$ cat src/rtl/cam_capture_gate.sv
// Camera frame capture gate: forwards whole frames only (single-shot or continuous)
// and measures the raw camera frame rate over a one-second window.
module cam_capture_gate #(
  parameter int CLK_FREQ_HZ = 100000000,
  parameter int DATA_WIDTH  = 24,
  parameter int FPS_WIDTH   = 32
) (
  input  logic                  clk,
  input  logic                  resetn,
  input  logic                  trigger_capture_frame,
  input  logic                  continuous_capture_frame,
  input  logic                  dma_init_done,
  input  logic                  frame_valid,
  input  logic                  in_valid,
  input  logic [DATA_WIDTH-1:0] in_data,
  output logic                  out_valid,
  output logic [DATA_WIDTH-1:0] out_data,
  output logic                  out_sof,
  output logic                  frame_done,
  output logic                  capture_busy,
  output logic [FPS_WIDTH-1:0]  frames_per_second
);

  localparam int TICK_W = (CLK_FREQ_HZ > 1) ? $clog2(CLK_FREQ_HZ) : 1;
  localparam logic [TICK_W-1:0] TICK_LAST = TICK_W'(CLK_FREQ_HZ - 1);

  typedef enum logic [1:0] {IDLE, ARMED, CAPTURE} state_t;

  state_t               state;
  logic                 trigger_d;
  logic                 fv_d;
  logic                 pending;
  logic                 shot;
  logic                 first_pix;
  logic                 trig_rise;
  logic                 fv_rise;
  logic                 fv_fall;
  logic                 capture_window;
  logic                 pix;
  logic [TICK_W-1:0]    tick_cnt;
  logic [FPS_WIDTH-1:0] frame_cnt;
  logic [FPS_WIDTH:0]   fps_sum;

  assign trig_rise      = trigger_capture_frame & ~trigger_d;
  assign fv_rise        = frame_valid & ~fv_d;
  assign fv_fall        = ~frame_valid & fv_d;
  assign capture_window = (state == CAPTURE) | ((state == ARMED) & fv_rise & dma_init_done);
  assign pix            = in_valid & frame_valid & capture_window;
  assign capture_busy   = (state != IDLE);
  assign fps_sum        = {1'b0, frame_cnt} + {{FPS_WIDTH{1'b0}}, fv_rise};

  // shot marks an armed single-shot request; pending records a trigger seen while
  // a frame is being captured and becomes the next shot when that frame ends.
  always_ff @(posedge clk or negedge resetn) begin
    if (!resetn) begin
      state     <= IDLE;
      trigger_d <= 1'b0;
      fv_d      <= 1'b0;
      pending   <= 1'b0;
      shot      <= 1'b0;
    end else begin
      trigger_d <= trigger_capture_frame;
      fv_d      <= frame_valid;
      case (state)
        IDLE: begin
          if (dma_init_done & (continuous_capture_frame | trig_rise)) begin
            state <= ARMED;
            shot  <= trig_rise;
          end
        end
        ARMED: begin
          if (fv_rise & dma_init_done) begin
            state <= CAPTURE;
            shot  <= 1'b0;
          end else if (!dma_init_done) begin
            state   <= IDLE;
            shot    <= 1'b0;
            pending <= 1'b0;
          end else if (!continuous_capture_frame & !shot & !trig_rise) begin
            state <= IDLE;
          end else if (trig_rise) begin
            shot <= 1'b1;
          end
        end
        CAPTURE: begin
          if (fv_fall) begin
            if (dma_init_done & (continuous_capture_frame | pending | trig_rise)) begin
              state <= ARMED;
              shot  <= pending | trig_rise;
            end else begin
              state <= IDLE;
            end
            pending <= 1'b0;
          end else if (trig_rise) begin
            pending <= 1'b1;
          end
        end
        default: state <= IDLE;
      endcase
    end
  end

  // A pixel taken in ARMED (the fv_rise cycle) is already the first one, so the
  // first-pixel flag only stays set if that cycle carried no pixel.
  always_ff @(posedge clk or negedge resetn) begin
    if (!resetn) begin
      out_valid  <= 1'b0;
      out_data   <= '0;
      out_sof    <= 1'b0;
      frame_done <= 1'b0;
      first_pix  <= 1'b0;
    end else begin
      out_valid  <= pix;
      out_data   <= in_data;
      out_sof    <= pix & ((state == ARMED) | first_pix);
      frame_done <= (state == CAPTURE) & fv_fall;
      case (state)
        ARMED:   first_pix <= ~pix;
        CAPTURE: first_pix <= first_pix & ~pix;
        default: first_pix <= 1'b0;
      endcase
    end
  end

  always_ff @(posedge clk or negedge resetn) begin
    if (!resetn) begin
      tick_cnt          <= '0;
      frame_cnt         <= '0;
      frames_per_second <= '0;
    end else begin
      if (tick_cnt == TICK_LAST) begin
        tick_cnt          <= '0;
        frames_per_second <= fps_sum[FPS_WIDTH] ? {FPS_WIDTH{1'b1}} : fps_sum[FPS_WIDTH-1:0];
        frame_cnt         <= {{(FPS_WIDTH-1){1'b0}}, fv_rise};
      end else begin
        tick_cnt <= tick_cnt + 1'b1;
        if (fv_rise & ~(&frame_cnt))
          frame_cnt <= frame_cnt + 1'b1;
      end
    end
  end

endmodule
$ cat config.mk
export PLATFORM = sky130hd
export DESIGN_NAME = cam_capture_gate
export DESIGN_NICKNAME = d
export VERILOG_FILES = /design/src/rtl/cam_capture_gate.sv
export SDC_FILE = /design/constraint.sdc
export NUM_CORES = 1
export LEC_CHECK = 0
export ABC_AREA = 1
export CAP_MARGIN = 40
export CORE_UTILIZATION = 50
export DETAILED_ROUTE_END_ITERATION = 16
export PLACE_DENSITY = 0.86
export SYNTH_ARGS = -nofsm -noshare
export SYNTH_HDL_FRONTEND = slang
export SYNTH_SLANG_ARGS = --single-unit
$ cat constraint.sdc
create_clock -name clk -period 1.9 [get_ports clk]
set_input_delay 0.475 -clock clk [delete_from_list [all_inputs] [get_ports clk]]
set_output_delay 0.475 -clock clk [all_outputs]
set_load 0.005 [all_outputs]
Word-level counts from Yosys, hierarchy flattened
Index checks and enable logic that the tools add are counted.
{ "classes": {"addsub": 3, "eq_ne": 12, "mux": 24, "n_bitwise": 27, "reduce_logical": 12} }
{ "op_table": {"columns": ["cell", "count"], "rows": [
  ["32-bit two-way mux", 3],
  ["32-bit by 1-bit adder with 33-bit output", 1],
  ["32-bit by 1-bit adder with 32-bit output (second input constant)", 1],
  ["32-bit AND reduction", 1],
  ["27-bit by 1-bit adder with 27-bit output (second input constant)", 1],
  ["27-bit == test (second input constant)", 1],
  ["27-bit two-way mux", 1],
  ["1-bit AND", 16],
  ["4-bit inequality test (second input constant)", 3],
  ["1-bit two-way mux", 11],
  ["2-bit two-way mux", 5],
  ["2-bit inequality test (second input constant)", 5],
  ["1-bit OR", 6],
  ["2-bit case mux with 3 select lines", 1],
  ["6-bit AND reduction", 1],
  ["2-bit nonzero test", 3],
  ["1-bit NOT", 5],
  ["1-bit case mux with 2 select lines", 2],
  ["4-bit AND reduction", 1],
  ["1-bit zero test", 3],
  ["3-bit inequality test (second input constant)", 1],
  ["1-bit case mux with 3 select lines", 1],
  ["3-bit AND reduction", 1],
  ["3-bit nonzero test", 1],
  ["other kinds (3)", 3]
]} }
{ "word_totals": {"register_bits": 125, "word_cells": 91} }

Longest topological paths before layout
Gate-level depths: netlist of the first run.
{ "logic_depth": {"ltp_word": 9, "depth_mapped": 13} }

Least setup slack after synthesis of the first run
OpenSTA, ideal clock, no wires.
{ "synth_path": {"kind": "input port to flip-flop", "start": "in frame_valid", "end": "reg frames_per_second[21]", "setup_ps": 66, "arrival_ps": 2137, "slack_ps": -303, "stages": 13, "n_path_buf": 1, "cell_sequence": "inv_1 > nor2_2 > ha_1 > ha_1 > nand3_1 > inv_1 > nand2_1 > nor2_2 > nand2_1 > buf_2 > nand3_1 > nand2_1 > nand2_1"} }
{ "synth_between": {"elab_chain_len": 3} }
{ "synth_rtl": {"columns": ["item", "line_no", "text"], "rows": [
  ["start: declaration", "13", "input logic frame_valid,"],
  ["1-bit AND", "45", "assign fv_rise = frame_valid & ~fv_d;"],
  ["32-bit by 1-bit adder with 33-bit output", "50", "assign fps_sum = {1'b0, frame_cnt} + {{FPS_WIDTH{1'b0}}, fv_rise};"],
  ["32-bit two-way mux", "133", "frames_per_second <= fps_sum[FPS_WIDTH] ? {FPS_WIDTH{1'b1}} : fps_sum[FPS_WIDTH-1:0];"],
  ["end signal: assignment", "133", null],
  ["end: declaration", "21", "output logic [FPS_WIDTH-1:0] frames_per_second"]
]} }
Every way passes these cells.
A chain may end at the register's enable or synchronous reset.

Worst setup path in the final report of the first run
{ "layout_path": {"start": "reg fv_d", "end": "reg frames_per_second[12]"} }
{ "layout_between": {"elab_chain_len": 4} }
{ "layout_rtl": {"columns": ["item", "line_no", "text"], "rows": [
  ["start: declaration", "31", "logic fv_d;"],
  ["start signal: assignment", "63", "fv_d <= frame_valid;"],
  ["1-bit NOT", "45", null],
  ["1-bit AND", "45", null],
  ["32-bit by 1-bit adder with 33-bit output", "50", null],
  ["32-bit two-way mux", "133", null]
]} }
Every way passes these cells.

==> flow_metrics.py, run 1 <==
metrics = {
    "run_status": {
        "status": "finished clean",
    },
    "global_route": {
        "grt_use_total_pct": 28.7,
        "grt_antenna_before_repair": 0,
        "grt_pass1_wl_mm": 30.0,
        "grt_pass1_vias": 6420,
        "grt_max_degree": 65,
        "grt_overflow": 0,
    },
    "power": {
        "worst_ir_drop_vdd_uv": 610,
        "p_leak_nw": 4.15,
        "p_total_mw": 6.89,
        "powerDensity_mw_per_mm2": 776,
    },
    "route": {
        "ant_nets": 0,
        "vias": 6571,
        "post_drt_wl_per_cell_um": 14.7,
        "vias_per_cell": 5.29,
        "route.detailed.drc": 0,
        "drt_first_pass_iters": 6,
        "routed_wl_mm": 18.2,
        "drt_iter0_drc": 429,
    },
    "timing": {
        "fmax_mhz": 544,
        "min_period_ns": 1.84,
        "fin_ws_ns": 0.0619,
        "fin_skew_ns": 0.00874,
        "fin_hold_ws_ns": 0.316,
        "rsz0062_at_grt": "true",
        "finalCritPeriodShare_pct": 96.7,
        "slew_headroom_pct": 71.9,
        "worstMarginPinSlew_ns": 0.418,
        "setup_viol": 0,
        "hold_viol_final": 0,
        "drv_slew": 0,
    },
    "logic_synthesis": {
        "synthArstFlopShare_pct": 100,
        "synthFlopType": "dfrtp_1",
        "synth_cell_types": 28,
        "synth.most_common_cell": "nand2_1",
        "synth_edf_count": 0,
        "synth_seq_cells": 125,
        "synthTopCellsByCount": "348 x nand2_1, 128 x nor2_1, 125 x dfrtp_1",
        "yosys_warnings": 0,
        "synth_area_per_cell_sq_um": 7.32,
        "synth_top_area_share_pct": 47.1,
        "synthTopCellsByArea": "dfrtp_1 47%, nand2_1 20%, nor2_1 7.2%",
        "yosysSeqAreaShare_pct": 47.1,
        "syn-cell-area_sq_mm": 0.00664,
        "synth_top_area_cell": "dfrtp_1",
        "synth_cells": 908,
        "syn_nets": 947,
    },
    "layout": {
        "syn2layout_area_growth_pct": 33.7,
        "fin_cells": 1241,
        "drive_gt1_share_pct": 12.6,
        "fillers": 983,
        "num-nets-final": 1095,
        "final_area_sq_mm": 0.00888,
        "multiInputGateArea_sq_mm": 0.00323,
        "seq_area_sq_mm": 0.00313,
        "antennaDiodeCount": 0,
    },
    "clock_tree": {
        "clkSlewWorstSetupHoldPaths_ns": 0.06,
        "clockBufferDepth": 2,
        "numCtsBuffers": 17,
        "cts_tree": "done",
        "clk_latency_ns": 0.43,
        "htree_levels": 4,
        "cts-root-buf": "clkbuf_16",
        "cts_sinks": 125,
    },
    "floorplan": {
        "core_sq_mm": 0.0128,
        "start_util_pct": 52.0,
        "die_x_um": 117,
        "die_h_um": 117,
        "dieArea_sq_mm": 0.0137,
        "ios": 91,
        "num_rows": 41,
    },
    "min_path": {
        "hp-class": "in2reg",
    },
    "critical_path": {
        "crit_arrival_ns": 2.20,
        "cp-end-kind": "flop",
        "critPathMaxFanout": 5,
        "required_ns": 2.27,
        "critPathKind": "reg2reg",
        "setup.worst_path.start_class": "flop",
    },
    "placed_design": {
        "placed_cells_incl_taps": 1203,
        "dp.final_hpwl_mm": 12.9,
        "place.port_buffers": 90,
        "place_area_sq_mm": 0.00815,
        "dp_worst_setup_slack_ns": -0.576,
        "place.gp.congestion": 0.952,
    },
    "run": {
        "cap_violations": 0,
    },
}
==> metrics by stage <==
step                utilization (%)  TNS (ns)
floorplan                         -         0
global placement               63.8    -18.46
detailed placement             63.8    -20.93
CTS                            68.8         0
global route                   69.5    -0.145
finish                         69.5         0
==> placed cells by master (no fill, tap or decap), types with 2 or more instances in the layout <==
| cell type | synthesis | final |
|---|---|---|
| dfrtp_2 | 0 | 2 |
| xor2_1 | 30 | 30 |
| dfrtp_1 | 125 | 123 |
| bufinv_16 | 0 | 2 |
| nand2_1 | 348 | 341 |
| nor2_1 | 128 | 120 |
| xnor2_1 | 7 | 7 |
| ha_2 | 0 | 3 |
| nand3_4 | 0 | 2 |
| ha_1 | 8 | 3 |
| nand2_4 | 1 | 3 |
| nor2_4 | 3 | 9 |
| inv_1 | 81 | 77 |
| clkdlybuf4s50_1 | 0 | 87 |
| nand3_1 | 64 | 62 |
| buf_6 | 2 | 2 |
| nor2_2 | 4 | 6 |
| nand2_2 | 5 | 10 |
| buf_12 | 0 | 4 |
| a21oi_1 | 6 | 6 |
| inv_2 | 1 | 4 |
| o21ai_0 | 32 | 30 |
| clkinvlp_4 | 0 | 3 |
| buf_4 | 4 | 51 |
| clkinv_2 | 0 | 3 |
| nor3_1 | 15 | 15 |
| clkbuf_16 | 0 | 17 |
| nand4_1 | 24 | 24 |
| clkinv_4 | 0 | 4 |
| ha_4 | 0 | 2 |
| o211ai_1 | 2 | 2 |
| inv_6 | 0 | 2 |
==> cell families after synthesis <==
family	count (synthesis)	share of synthesized area, %
simple gates	594	36.9
xor+xnor	37	4.88
fa+ha+maj	8	1.51
buf+inv	102	6.33
compound gates	42	3.30
flops	125	47.1
==> flip-flops by register name (all words and copies together), names as in the netlist <==
| name | cells |
|---|---|
| fv_d | 1 |
| out_valid | 1 |
| tick_cnt | 27 |
| out_sof | 1 |
| state | 2 |
| first_pix | 1 |
| frame_cnt | 32 |
| frames_per_second | 32 |
| frame_done | 1 |
| pending | 1 |
| out_data | 24 |
| shot | 1 |
| trigger_d | 1 |
==> critical path: stages (launching register included) <==
cell and delay, ns:
dfrtp_1 0.42, nor2_4 0.18, ha_4 0.17, ha_4 0.14, nand3_4 0.09, inv_2 0.09
nand2_2 0.07, nor2_4 0.19, nand2_2 0.12, buf_6 0.15, nand2_1 0.06, nand2_1 0.06
nand2_1 0.06
==> final timing paths <==
path / cells after the start / slack [ns] / from / to
worst max register to register: 12 / 0.06 / fv_d$_DFF_PN0_ / frames_per_second[12]$_DFFE_PN0N_
max in group asynchronous: 3 / 0.97 / resetn / frame_cnt[24]$_DFFE_PN0P_
worst max-delay path: 12 / 0.06 / fv_d$_DFF_PN0_ / frames_per_second[12]$_DFFE_PN0N_
worst min register to register: 2 / 0.47 / frames_per_second[9]$_DFFE_PN0N_ / frames_per_second[9]$_DFFE_PN0N_
worst min-delay path: 1 / 0.32 / frame_valid / fv_d$_DFF_PN0_
min in group asynchronous: 2 / 0.39 / resetn / frames_per_second[5]$_DFFE_PN0N_
==> report_power, final <==
part           leakage (nW)  internal [mW]  total, mW  switching, mW
sequential             1.49           2.77       2.87         0.0981
clock                 0.280           1.97       3.21           1.24
combinational          2.38          0.378      0.817          0.438
total                  4.15           5.11       6.89           1.78
==> layout make-up <==
cell class,instances,share of cell area (%)
clock buffer,19,4.99
clock inverter,13,1.59
inverter,83,3.65
multi-input combinational,681,36.4
sequential,125,35.2
tap,172,2.42
timing repair buffer,148,15.7
==> routing by layer <==
| metal | track usage [%] | part of all wire (%) | vias to the layer above |
|---|---|---|---|
| met2 | 50.3 | 50 | 289 |
| met1 | 32.8 | 39 | 3082 |
| met3 | 6.33 | 6.4 | 64 |
| li1 | - | - | 3136 |
| met5 | 0 | 0 | - |
| met4 | 15.3 | 4.2 | 0 |
==> repair_timing <==
action,CTS,global route
pin swaps,3,1
resized for setup,14,25
hold buffers,1,0
gates cloned,0,0
setup buffers,2,3
endpoints found under the setup margin,57,73
endpoints found under the hold margin,1,0
Power figures use the tool's default switching activity.
==> run 2: changes to the inputs <==
--- a/config.mk
+++ b/config.mk
@@ -7,6 +7,7 @@
 export LEC_CHECK = 0
 export ABC_AREA = 1
 export CAP_MARGIN = 40
+export CORE_MARGIN = 8
 export CORE_UTILIZATION = 50
 export DETAILED_ROUTE_END_ITERATION = 16
 export PLACE_DENSITY = 0.86
==> run 2 against run 1 <==
Net effect:
- clock-buffer cell count up 1
- sequential share of layout area down 0.31 points
- cell count up 0.73%
- maximum frequency down 2.1%
- global-route usage down 6.8 points
- clock power up 7.2%
- utilization down 1.1 points
- sequential cell count unchanged
- sequential power about the same
- critical path type is now reg2out
- highest routed layer unchanged
==> flow_metrics.py, run 2 (synthesized netlist as in run 1, its figures left out) <==
metrics = {
    "floorplan": {
        "num_rows": 42,
        "die_x_um": 131,
        "start_util_pct": 50.8,
        "ios": 91,
        "core_sq_mm": 0.0131,
        "die_h_um": 131,
        "dieArea_sq_mm": 0.0172,
    },
    "route": {
        "ant_nets": 0,
        "drt_iter0_drc": 548,
        "vias_per_cell": 5.19,
        "routed_wl_mm": 18.6,
        "route.detailed.drc": 0,
        "vias": 6482,
        "post_drt_wl_per_cell_um": 14.9,
        "drt_first_pass_iters": 7,
    },
    "critical_path": {
        "slowest_delay_ns": 0.41,
        "crit_arrival_ns": 1.40,
        "critPathMaxFanout": 3,
        "cp_cell_sequence": "inv_2 -> ha_4 -> inv_2 -> dlygate4sd2_1",
        "critPathKind": "reg2out",
        "slowest_stage": "dfrtp_1",
        "cp_common_cell": "inv_2",
        "required_ns": 1.42,
        "cp-end-kind": "output pin",
        "setup.worst_path.start_class": "flop",
    },
    "clock_tree": {
        "cts_sinks": 125,
        "cts-root-buf": "clkbuf_16",
        "clkSlewWorstSetupHoldPaths_ns": 0.06,
        "htree_levels": 4,
        "clockBufferDepth": 2,
        "clk_latency_ns": 0.42,
        "numCtsBuffers": 17,
        "postCtsHoldBufs": 0,
        "cts_tree": "done",
    },
    "timing": {
        "min_period_ns": 1.88,
        "fin_hold_ws_ns": 0.00817,
        "hold_viol_final": 0,
        "fmax_mhz": 532,
        "fin_skew_ns": 0.00541,
        "slew_headroom_pct": 68.1,
        "finalCritPeriodShare_pct": 98.8,
        "setup_viol": 0,
        "worstMarginPinSlew_ns": 0.479,
        "drv_slew": 0,
    },
    "power": {
        "p_total_mw": 7.18,
        "p_leak_nw": 4.21,
        "worst_ir_drop_vdd_uv": 670,
        "powerDensity_mw_per_mm2": 802,
    },
    "global_route": {
        "grt_max_degree": 39,
        "grt_antenna_before_repair": 0,
        "grt_overflow": 0,
        "grt_use_total_pct": 22.0,
        "grt_pass1_vias": 6564,
        "grt_pass1_wl_mm": 31.2,
    },
    "placed_design": {
        "placed_cells_incl_taps": 1211,
        "place_area_sq_mm": 0.00819,
        "place.port_buffers": 90,
        "place.gp.congestion": 0.965,
        "dp.final_hpwl_mm": 13.1,
    },
    "layout": {
        "layout_common_cells": "344 x nand2_1, 125 x dfrtp_1, 123 x nor2_1",
        "fin_cells": 1250,
        "final_area_sq_mm": 0.00895,
        "layout_commonest_cell": "nand2_1",
        "reg_top3": "frame_cnt: 32 flops, frames_per_second: 32 flops, tick_cnt: 27 flops",
        "antennaDiodeCount": 0,
        "syn2layout_area_growth_pct": 34.8,
        "num-nets-final": 1101,
        "drive_gt1_share_pct": 12.2,
        "post-route-util_pct": 68.4,
        "fillers": 1032,
    },
    "run": {
        "cap_violations": 0,
    },
    "min_path": {
        "hp-class": "in2async",
    },
    "run_status": {
        "status": "finished clean",
    },
}
==> run 2: changes by cell type in the layout (fill, tap and decap cells not counted), sizes merged <==
cell | before | now
inv | 84 | 83
clkbuf | 20 | 21
dlygate4sd2 | 1 | 2
bufinv | 2 | 4
buf | 58 | 64
clkinv | 7 | 4
dlygate4sd3 | 1 | 0
==> run 2: stage by stage <==
stage	setup TNS, ns	setup slack [ns]
after CTS	0	0.00702
after floorplan	0	0.0117
after global placement	-16.92	-0.482
after detailed placement	-18.50	-0.528
final	0	0.0219
after global routing	-0.0262	-0.00858
==> run 2: path summary, 6_finish.rpt <==
kind | startpoint | end | slack [ns] | depth (start not counted)
setup / recovery | state[1]$_DFFE_PN0P_ | capture_busy | 0.02 | 4
setup reg to reg | fv_d$_DFF_PN0_ | frames_per_second[14]$_DFFE_PN0N_ | 0.10 | 12
max in group asynchronous | resetn | out_data[21]$_DFF_PN0_ | 1.33 | 2
min in group clk | frame_valid | fv_d$_DFF_PN0_ | 0.32 | 1
hold reg to reg | frames_per_second[17]$_DFFE_PN0N_ | frames_per_second[17]$_DFFE_PN0N_ | 0.48 | 2
hold / removal | resetn | frames_per_second[13]$_DFFE_PN0N_ | 0.008 | 1
==> run 2: routing by layer <==
metal	part of all wire [%]	global-route usage (%)	vias up
met5	0	0	-
met4	2.9	9.64	0
met3	7.2	5.60	46
met2	49	37.8	249
met1	40	25.4	3023
li1	-	-	3164
==> run 2: final cells by class <==
| cell class | instances | area (sq um) | area share, % |
|---|---|---|---|
| Clock buffer | 20 | 457 | 5.10 |
| Clock inverter | 11 | 166 | 1.86 |
| Inverter | 83 | 319 | 3.56 |
| Multi-Input combinational cell | 681 | 3200 | 35.7 |
| Sequential cell | 125 | 3130 | 34.9 |
| Tap cell | 176 | 220 | 2.46 |
| Timing Repair Buffer | 154 | 1460 | 16.3 |
==> run 2: repair_timing <==
item	CTS	global route
endpoints found under the setup margin	21	70
buffers inserted	3	4
gates resized for setup	9	10
pin swaps	3	5
gates cloned	0	1
==> run 2: critical path, delay by kind of cell, from the launching register on <==
family | cells | cell delay [ns]
DFF | 1 | 0.41
buffers and inverters | 3 | 0.42
adders and majority gates | 1 | 0.15
==> run 2: power by group <==
group          total, mW  switching (mW)  leakage [nW]  internal, mW
Clock               3.44            1.19         0.298          2.25
Combinational      0.884           0.466          2.42         0.418
Sequential          2.86          0.0889          1.50          2.77
==> edit, RTL diff (config.mk and constraints of run 2) <==
Register the output `frames_per_second` once more, cleared by the reset; this adds one clock of latency there. The other outputs are not delayed to match.
--- a/src/rtl/cam_capture_gate.sv
+++ b/src/rtl/cam_capture_gate.sv
@@ -26,4 +26,6 @@
 
   typedef enum logic [1:0] {IDLE, ARMED, CAPTURE} state_t;
+
+  logic [FPS_WIDTH-1:0] frames_per_second_s0;
 
   state_t               state;
@@ -127,9 +129,9 @@
       tick_cnt          <= '0;
       frame_cnt         <= '0;
-      frames_per_second <= '0;
+      frames_per_second_s0 <= '0;
     end else begin
       if (tick_cnt == TICK_LAST) begin
         tick_cnt          <= '0;
-        frames_per_second <= fps_sum[FPS_WIDTH] ? {FPS_WIDTH{1'b1}} : fps_sum[FPS_WIDTH-1:0];
+        frames_per_second_s0 <= fps_sum[FPS_WIDTH] ? {FPS_WIDTH{1'b1}} : fps_sum[FPS_WIDTH-1:0];
         frame_cnt         <= {{(FPS_WIDTH-1){1'b0}}, fv_rise};
       end else begin
@@ -141,3 +143,11 @@
   end
 
+  always_ff @(posedge clk or negedge resetn) begin
+    if (!resetn) begin
+      frames_per_second <= '0;
+    end else begin
+      frames_per_second <= frames_per_second_s0;
+    end
+  end
+
 endmodule
Check against the original RTL: no difference found for any inputs over 10 cycles, from zero or initial values and one cycle with resetn low; that may be too few to reach the edited logic, so the function may still have changed.
==> edit against run 2 <==
Maximum frequency grew 3.0%; core utilization shrank 0.18 points; combinational power grew 8.0%; setup slack gained 0.055 ns; routed wire length grew 7.8%; power grew 9.5%; critical path depth grew 7; clock skew grew 0.0072 ns; synthesized area grew 13%; sequential cell count grew 32; non-clock buffer count grew 19; cell area grew 11%; critical path type is now flip-flop to flip-flop; critical endpoint is now frames_per_second_s0[7].
==> edit: results (changes against run 2) <==
stage	metric	value	unit	change
run_status	status	finished clean		
global_route	grt_pass1_vias	6788		+3.4%
drt	met1_length	8148	um	+8.5%
layout	layout.nets	1161		+5.4%
clocking	ctsHoldBuffers	1		+1
placed_design	place_congestion	0.9747		+0.97%
global_route	grt_max_degree	50		+28%
placed_design	hpwl	14300	um	+8.8%
drt	drt_iter0_drc	675		+23%
worst_setup_path	critPathMaxStageDelay	0.36	ns	-0.05 ns
timing	slew_headroom	69.38	%	+1.3 points
layout	drive_above_1_share	13.66	%	+1.5 points
min_path	hp-class	input port to flip-flop		
yosys	syn-num-nets	988		+4.3%
worst_setup_path	cp_max_fo	16		+13
timing	fin_worst_skew	0.01258	ns	+0.007176 ns
timing	finalCritPeriodShare	95.94	%	-2.9 points
drt	met2_length	9893	um	+7.6%
yosys	synth_area_leaders	dfrtp_1, nand2_1, nor2_1		
global_route	grt.met3_usage	4.555	%	-1.0 points
yosys	netlist_instances	949		+4.5%
global_route	gr-usage-met1	24.85	%	-0.55 points
yosys	synth_top_cells_by_count	nand2_1, dfrtp_1, nor2_1, inv_1, nand3_1		
power_and_ir_drop	peakVddDrop	0.6350	mV	-5.2%
clocking	cts_setup_buffers	2		-1
timing	hold_ws	0.3290	ns	+0.3209 ns
drt	drt-pass1-iter-count	5		-2
worst_setup_path	reg2reg_setup_slack	0.08	ns	-0.02 ns
layout	largest_registers	frame_cnt: 32 flops, frames_per_second: 32 flops, frames_per_second_s0: 32 flops		
worst_setup_path	crit_end	frames_per_second_s0[7]		
power_and_ir_drop	sw_frac_of_total	24.20	%	-0.097 points
placed_design	preCtsSetupSlack	-0.5488	ns	-0.02083 ns
drt	wl_per_cell	15.19	um	+2.2%
yosys	yosysUniqueCellTypes	27		-3.6%
power_and_ir_drop	power_leakage	0.004614	uW	+9.6%
global_route	use_met2	34.96	%	-2.9 points
placed_design	dp.cells	1273		+5.1%
yosys	yosysSeqAreaShare	52.46	%	+5.4 points
drt	wl_met3	1350	um	+0.97%
global_route	grt_usage	20.73	%	-1.2 points
worst_setup_path	crit_family	simple AND/OR/NAND/NOR gates		
drt	route.vias.total	6892		+6.3%
[edit: cell families (layout without fill, tap and decap cells)]
kind of cell / after synthesis / after routing / synth area share [%]
AO/OA/AOI/OAI: 34 / 34 / 2.406
XOR/XNOR: 38 / 38 / 4.444
adder cells (fa/ha/maj): 8 / 8 / 1.337
buffers and inverters: 100 / 286 / 5.496
flip-flops: 157 / 157 / 52.46
AND/OR/NAND/NOR: 612 / 612 / 33.86
[edit: power groups by stage]
stage	logic (uW)	registers (uW)	clock network, uW
6_report	955	3550	3360
5_1_grt	1070	3560	3540
4_1_cts	895	3540	3420
3_5_place_dp	856	3600	0
3_3_place_gp	829	3600	0
2_1_floorplan	450	3580	0
[edit: layout make-up]
cell class	count	area, um^2
clock buffer	23	478.0
clock inverter	9	108.9
fill	1106	4633
inverter	81	304.0
multi-input combinational	692	3264
tap	184	230.2
timing repair buffer	173	1639
sequential	157	3931
